**src/rtl/uart_sched_pkg.sv**
```systemverilog
// Shared definitions for the two-requester UART transmit scheduler.
package uart_sched_pkg;

  localparam int unsigned RISE_TIMEOUT_DEF = 8;
  localparam int unsigned LOCK_TIMEOUT_DEF = 1024;

  typedef enum logic [1:0] {
    ST_IDLE      = 2'd0,
    ST_LAUNCH    = 2'd1,
    ST_WAIT_RISE = 2'd2,
    ST_WAIT_FALL = 2'd3
  } state_e;

endpackage

```
**src/rtl/rr_arb2.sv**
```systemverilog
// Two-way round-robin pick; a held message lock restricts the pick to its owner.
module rr_arb2 (
  input  logic [1:0] req,
  input  logic       locked,
  input  logic       owner,
  input  logic       last_grant,
  output logic       grant_c,
  output logic       winner_c
);

  always_comb begin
    grant_c  = 1'b0;
    winner_c = last_grant;
    if (locked) begin
      grant_c  = req[owner];
      winner_c = owner;
    end else if (req == 2'b11) begin
      grant_c  = 1'b1;
      winner_c = ~last_grant;
    end else if (req[0]) begin
      grant_c  = 1'b1;
      winner_c = 1'b0;
    end else if (req[1]) begin
      grant_c  = 1'b1;
      winner_c = 1'b1;
    end
  end

endmodule

```
**src/rtl/uart_tx_sched.sv**
```systemverilog
// Schedules bytes from two requesters onto one UART transmitter, holding the
// transmitter for multi-byte messages and aborting launches that never go busy.
module uart_tx_sched
  import uart_sched_pkg::*;
#(
  parameter int unsigned RISE_TIMEOUT = RISE_TIMEOUT_DEF,
  parameter int unsigned LOCK_TIMEOUT = LOCK_TIMEOUT_DEF
) (
  input  logic       clk,
  input  logic       rst,
  input  logic       req0,
  input  logic       req1,
  input  logic [7:0] data0,
  input  logic [7:0] data1,
  input  logic       last0,
  input  logic       last1,
  output logic       ack0,
  output logic       ack1,
  output logic       tx_start,
  output logic [7:0] tx_data,
  input  logic       tx_busy,
  output logic       owner,
  output logic       locked,
  output logic       err
);

  localparam int unsigned RISE_W = $clog2(RISE_TIMEOUT + 1);
  localparam int unsigned LOCK_W = $clog2(LOCK_TIMEOUT + 1);
  localparam logic [RISE_W-1:0] RISE_LAST = RISE_W'(RISE_TIMEOUT - 1);
  localparam logic [LOCK_W-1:0] LOCK_LAST = LOCK_W'(LOCK_TIMEOUT - 1);

  state_e            state;
  logic [RISE_W-1:0] rise_cnt;
  logic [LOCK_W-1:0] lock_cnt;
  logic              last_grant;
  logic              last_q;
  logic              grant_c;
  logic              winner_c;
  logic [7:0]        win_data_c;
  logic              win_last_c;
  logic              owner_req_c;

  rr_arb2 u_arb (
    .req        ({req1, req0}),
    .locked     (locked),
    .owner      (owner),
    .last_grant (last_grant),
    .grant_c    (grant_c),
    .winner_c   (winner_c)
  );

  assign win_data_c  = winner_c ? data1 : data0;
  assign win_last_c  = winner_c ? last1 : last0;
  assign owner_req_c = owner ? req1 : req0;

  always_ff @(posedge clk) begin
    if (rst) begin
      state      <= ST_IDLE;
      tx_start   <= 1'b0;
      tx_data    <= 8'h00;
      ack0       <= 1'b0;
      ack1       <= 1'b0;
      owner      <= 1'b0;
      locked     <= 1'b0;
      err        <= 1'b0;
      last_grant <= 1'b1;
      last_q     <= 1'b0;
      rise_cnt   <= '0;
      lock_cnt   <= '0;
    end else begin
      tx_start <= 1'b0;
      ack0     <= 1'b0;
      ack1     <= 1'b0;
      err      <= 1'b0;
      unique case (state)
        ST_IDLE: begin
          if (!tx_busy && grant_c) begin
            tx_data    <= win_data_c;
            owner      <= winner_c;
            last_grant <= winner_c;
            last_q     <= win_last_c;
            ack0       <= ~winner_c;
            ack1       <= winner_c;
            tx_start   <= 1'b1;
            lock_cnt   <= '0;
            state      <= ST_LAUNCH;
          end else if (locked && !owner_req_c) begin
            // Owner went quiet mid-message: release the lock after a bounded wait.
            if (lock_cnt == LOCK_LAST) begin
              locked   <= 1'b0;
              lock_cnt <= '0;
            end else begin
              lock_cnt <= lock_cnt + 1'b1;
            end
          end
        end
        ST_LAUNCH: begin
          rise_cnt <= '0;
          state    <= ST_WAIT_RISE;
        end
        ST_WAIT_RISE: begin
          if (tx_busy) begin
            state <= ST_WAIT_FALL;
          end else begin
            rise_cnt <= rise_cnt + 1'b1;
            if (rise_cnt == RISE_LAST) begin
              err      <= 1'b1;
              locked   <= 1'b0;
              lock_cnt <= '0;
              state    <= ST_IDLE;
            end
          end
        end
        ST_WAIT_FALL: begin
          if (!tx_busy) begin
            locked   <= ~last_q;
            lock_cnt <= '0;
            state    <= ST_IDLE;
          end
        end
        default: state <= ST_IDLE;
      endcase
    end
  end

endmodule

```
**config.mk**
```make
export PLATFORM = sky130hd
export DESIGN_NAME = uart_tx_sched
export DESIGN_NICKNAME = d
export VERILOG_FILES = /design/src/rtl/uart_sched_pkg.sv /design/src/rtl/rr_arb2.sv /design/src/rtl/uart_tx_sched.sv
export SDC_FILE = /design/constraint.sdc
export NUM_CORES = 1
export LEC_CHECK = 0
export ABC_AREA = 1
export CORE_ASPECT_RATIO = 1.4
export CORE_MARGIN = 2
export CORE_UTILIZATION = 50
export DETAILED_ROUTE_END_ITERATION = 10
export MAX_ROUTING_LAYER = met4
export PLACE_DENSITY = 0.81
export SLEW_MARGIN = 20
export SYNTH_ARGS = -nofsm -noshare
export SYNTH_HDL_FRONTEND = slang
export SYNTH_SLANG_ARGS = --single-unit
```
**constraint.sdc**
```tcl
create_clock -name clk -period 1.9 [get_ports clk]
set_clock_uncertainty 0.05 [all_clocks]
set_input_delay 0.475 -clock clk [delete_from_list [all_inputs] [get_ports clk]]
set_output_delay 0.475 -clock clk [all_outputs]
set_load 0.005 [all_outputs]
```
==> flow_summary.rst <==
.. list-table::
   :header-rows: 1

   * - Metric
     - Value
   * - Result of the run
     - finished, final reports clean
   * - Number of buffers inserted by post-CTS setup repair
     - 0
   * - Hold violation count in the final report
     - 0
   * - Vias in the first global route
     - ~1700
   * - Arrival @ worst endpoint
     - about 1.3 ns
   * - Crit path buf inv count
     - 1
   * - Shortest clock period the worst path allows after layout
     - 1.804 ns
   * - Drt total wl
     - 3.942 mm
   * - Highest clock frequency the design can meet
     - 554.2 MHz
   * - TritonCTS clock tree
     - done
   * - Worst setup EP type
     - output port
   * - Hold_sp
     - lock_cnt[10]
   * - Internal Dissipation
     - approximately 1.4 mW
   * - TNS Setup
     - 0 ns
   * - Width of the chip
     - 53.45 um
   * - R2R Path End
     - lock_cnt[7]
   * - Synth Net Count
     - around 280
   * - Number of max-cap violations
     - 0
   * - Clk_lat worst skew
     - 0.29 ns
   * - Area share of the leading cell type in the synthesized netlist
     - between 30 and 40%
   * - Worst r2r path cells
     - 10
   * - Area of the die
     - roughly 3900 um2
   * - CTS sink count
     - 33
   * - FF-to-FF setup slack
     - between 0.3 and 0.4 ns
   * - Area of the core
     - 3316 um2
   * - CP required
     - between 1 and 1.5 ns
   * - Max VDD drop
     - ~580 uV
   * - Pwr Total
     - between 2 and 2.5 mW
   * - Die height
     - about 73 um
   * - Net count reported at finish
     - ~340
   * - Unrepaired setup endpoints after global routing
     - no
   * - DRT iter0 DRCs
     - 42
   * - Asr flop ratio synth
     - 0%
   * - Type of element launching the critical path
     - flop
   * - Post-synthesis register bit count
     - 33
   * - Diode insertion count for antenna repair
     - 0
   * - Dpl hpwl
     - around 3.0 mm
   * - Post-Synthesis Cell Area
     - approximately 1700 um2
   * - Worst setup path category
     - flop to output port
   * - WL per Instance
     - 11.23 um
   * - Dominant cell by count in the synthesized netlist
     - sky130_fd_sc_hd__nand2_1
   * - Antenna-violating nets left
     - 0
   * - Deepest clock path buffer count
     - 2
   * - Starting density of the core
     - between 50% and 60%
   * - Max stage delay cell, worst path
     - sky130_fd_sc_hd__clkdlybuf4s50_1
   * - CTS Root Buffer Type
     - sky130_fd_sc_hd__clkbuf_8
   * - Count of different cell masters after synthesis
     - 28
   * - Number of fill cells in the layout
     - between 200 and 300
   * - Combined area of the multi-input logic cells
     - 899.6 um2
   * - Leakage component of the power
     - between 1 and 1.5 nW
   * - P per Cell Area
     - between 900 and 1000 nW/um2
   * - H-tree depth
     - 2
   * - Fraction of final layout cells with drive strength greater than 1
     - 15.76%
   * - Top_reg_cell synth
     - sky130_fd_sc_hd__dfxtp_1
   * - Switching power as a share of total power
     - 35.17%
   * - Number of flops mapped to enable cells by yosys
     - 0
   * - # resized after CTS
     - 0
   * - WHS
     - 0.3934 ns
   * - GP Congestion
     - ~0.79
   * - Global-route wire length before repair
     - approximately 7.0 mm
   * - Num CTS Buffers
     - 5
   * - Worst min-delay path endpoint
     - lock_cnt[10]
   * - Part of the total power dissipated in sequential elements
     - slightly below 40%
   * - Count of standard-cell rows
     - 25
   * - Crit share post-route
     - 94.96%
   * - Leading post-synthesis cells by instance count
     - sky130_fd_sc_hd__nand2_1, sky130_fd_sc_hd__nor2_1, sky130_fd_sc_hd__dfxtp_1, sky130_fd_sc_hd__inv_1, sky130_fd_sc_hd__nand3_1
   * - Relative slew slack
     - about three quarters
   * - Yosys top cell by area
     - sky130_fd_sc_hd__dfxtp_1
   * - GRT Total Usage
     - roughly a quarter
   * - Transition at the pin with the smallest max-transition slack
     - around 0.37 ns
   * - CTS clk-pin slew, worst paths
     - approximately 0.070 ns
   * - Vias
     - around 1800
   * - Overflow left after global routing
     - 0
   * - Combined flip-flop and latch cell area
     - between 600 and 700 um2
   * - Net switching power
     - 744.5 uW
   * - Ordered list of cells on the worst path
     - clkdlybuf4s50_1
   * - Post-Syn Instances
     - about 260
   * - Critical register-to-register path startpoint
     - rise_cnt[0]
   * - Antenna violations before repair
     - 0
   * - Part of the power in the clock network
     - around a quarter
   * - Hold_buf cts
     - 0
   * - Remaining DRCs
     - 0
   * - Largest cells by area after synthesis
     - sky130_fd_sc_hd__dfxtp_1, sky130_fd_sc_hd__nand2_1, sky130_fd_sc_hd__nor2_1
   * - Number of optimization iterations in the first detailed-route pass
     - 4
   * - Maximum number of pins on one net before global-route repair
     - 16
   * - Combinational fraction of design power
     - around 37%
   * - Count of buffers from port buffering
     - 36
   * - Number of vias per cell after detailed routing
     - between 5 and 6
   * - Largest fanout on the critical path
     - 6
   * - Cell family with most CP delay
     - buffers and inverters
   * - Total of endpoints with negative setup slack in the final report
     - 0
   * - Sequential area share after synthesis
     - 38.60%
   * - Syn-to-layout area delta
     - 33.41%
   * - Peak per-stage delay on the critical path
     - between 0.5 and 0.6 ns
   * - Post-Syn Area per Cell
     - 6.660 um2
   * - WHS Path Cells
     - 2
   * - Number of warnings issued by yosys
     - 0
   * - Number of ports placed on the die boundary
     - 37
   * - Count of pins over their slew limit
     - 0
   * - Hold crit path type
     - flop to flop
cell usage in the layout, fill, tap and decap left out:
cell,instances
sky130_fd_sc_hd__xnor2_1,1
sky130_fd_sc_hd__clkdlybuf4s50_1,36
sky130_fd_sc_hd__nand4_1,3
sky130_fd_sc_hd__nand3_2,1
sky130_fd_sc_hd__o21ai_0,3
sky130_fd_sc_hd__inv_2,7
sky130_fd_sc_hd__dfxtp_1,33
sky130_fd_sc_hd__nor3_1,2
sky130_fd_sc_hd__o22ai_1,1
sky130_fd_sc_hd__nor2_4,1
sky130_fd_sc_hd__nor2_2,2
sky130_fd_sc_hd__nand3_1,19
sky130_fd_sc_hd__a21oi_2,1
sky130_fd_sc_hd__clkinv_2,2
sky130_fd_sc_hd__o211ai_1,1
sky130_fd_sc_hd__inv_1,19
sky130_fd_sc_hd__o21ai_2,2
sky130_fd_sc_hd__o21ai_1,2
sky130_fd_sc_hd__nor4_1,1
sky130_fd_sc_hd__xor2_1,2
sky130_fd_sc_hd__ha_1,2
sky130_fd_sc_hd__clkbuf_1,1
sky130_fd_sc_hd__a21oi_1,15
sky130_fd_sc_hd__nand2_1,81
sky130_fd_sc_hd__clkbuf_8,5
sky130_fd_sc_hd__nand2_4,3
sky130_fd_sc_hd__nor2_1,40
sky130_fd_sc_hd__buf_4,15
sky130_fd_sc_hd__nand2_2,9
sky130_fd_sc_hd__buf_12,1
cell type report:
type	instances	area share, %
clock buffers	6	3.178
well taps	40	2.192
clock inverters	2	0.4384
flip-flops and latches	33	28.93
multi-input cells	192	39.40
inverters	26	4.274
repair buffers	52	21.59
power by group through the flow:
| stage | Sequential [mW] | Clock [mW] | Combinational [mW] |
|---|---|---|---|
| floorplan | 0.836 | 0 | 0.485 |
| global placement | 0.839 | 0 | 0.756 |
| detailed placement | 0.839 | 0 | 0.767 |
| CTS | 0.825 | 0.524 | 0.780 |
| global route | 0.833 | 0.560 | 0.862 |
| finish | 0.826 | 0.515 | 0.777 |
through the flow:
step                      worst slack, ns  instances  instance area [um2]  utilization, %
final                             0.09567        351                 2283           68.87
after CTS                         0.07873        351                 2283           68.87
after global placement           -0.09277        343                 2201           66.38
after global routing              0.03944        351                 2283           68.87
after detailed placement          -0.1409        343                 2201           66.38
after floorplan                    0.3759        257                 1712               -
state kept, by name, indices dropped and copies added (netlist names):
name	flops
owner	1
rise_cnt	4
tx_data	8
state	2
ack1	1
tx_start	1
last_q	1
last_grant	1
ack0	1
lock_cnt	11
locked	1
err	1
worst max path at each step:
stage                      startpoint         end  slack (ns)  cells past startpoint
after floorplan           lock_cnt[0]      locked        0.38                      8
after global placement           req1      last_q       -0.09                      9
after detailed placement         req0      last_q       -0.14                      9
after CTS                      locked      locked        0.08                      1
after global routing             req1  last_grant        0.04                      9
final                          locked      locked         0.1                      1
cell families after synthesis:
| logic type | after synthesis | share of synthesized area [%] |
|---|---|---|
| simple gates | 162 | 41.37 |
| flops | 33 | 38.60 |
| buf+inv | 32 | 8.845 |
| compound gates | 25 | 8.187 |
| xor+xnor | 3 | 1.535 |
| fa+ha+maj | 2 | 1.462 |
layer usage:
| layer | GRT usage, % | up-vias | part of all wire, % |
|---|---|---|---|
| li1 | - | 912 | - |
| met3 | 5.738 | 9 | 3.5 |
| met5 | - | - | 0 |
| met1 | 27.05 | 814 | 41 |
| met2 | 42.25 | 34 | 53 |
| met4 | 11.97 | 0 | 2.5 |
tightest hold or removal path: cells and delay by family, from the launching register on:
family / cells / cell delay [ns]
DFF: 1 / 0.31
and+or+nand+nor: 2 / 0.09
Note: power is estimated with default switching activity, not from simulation.
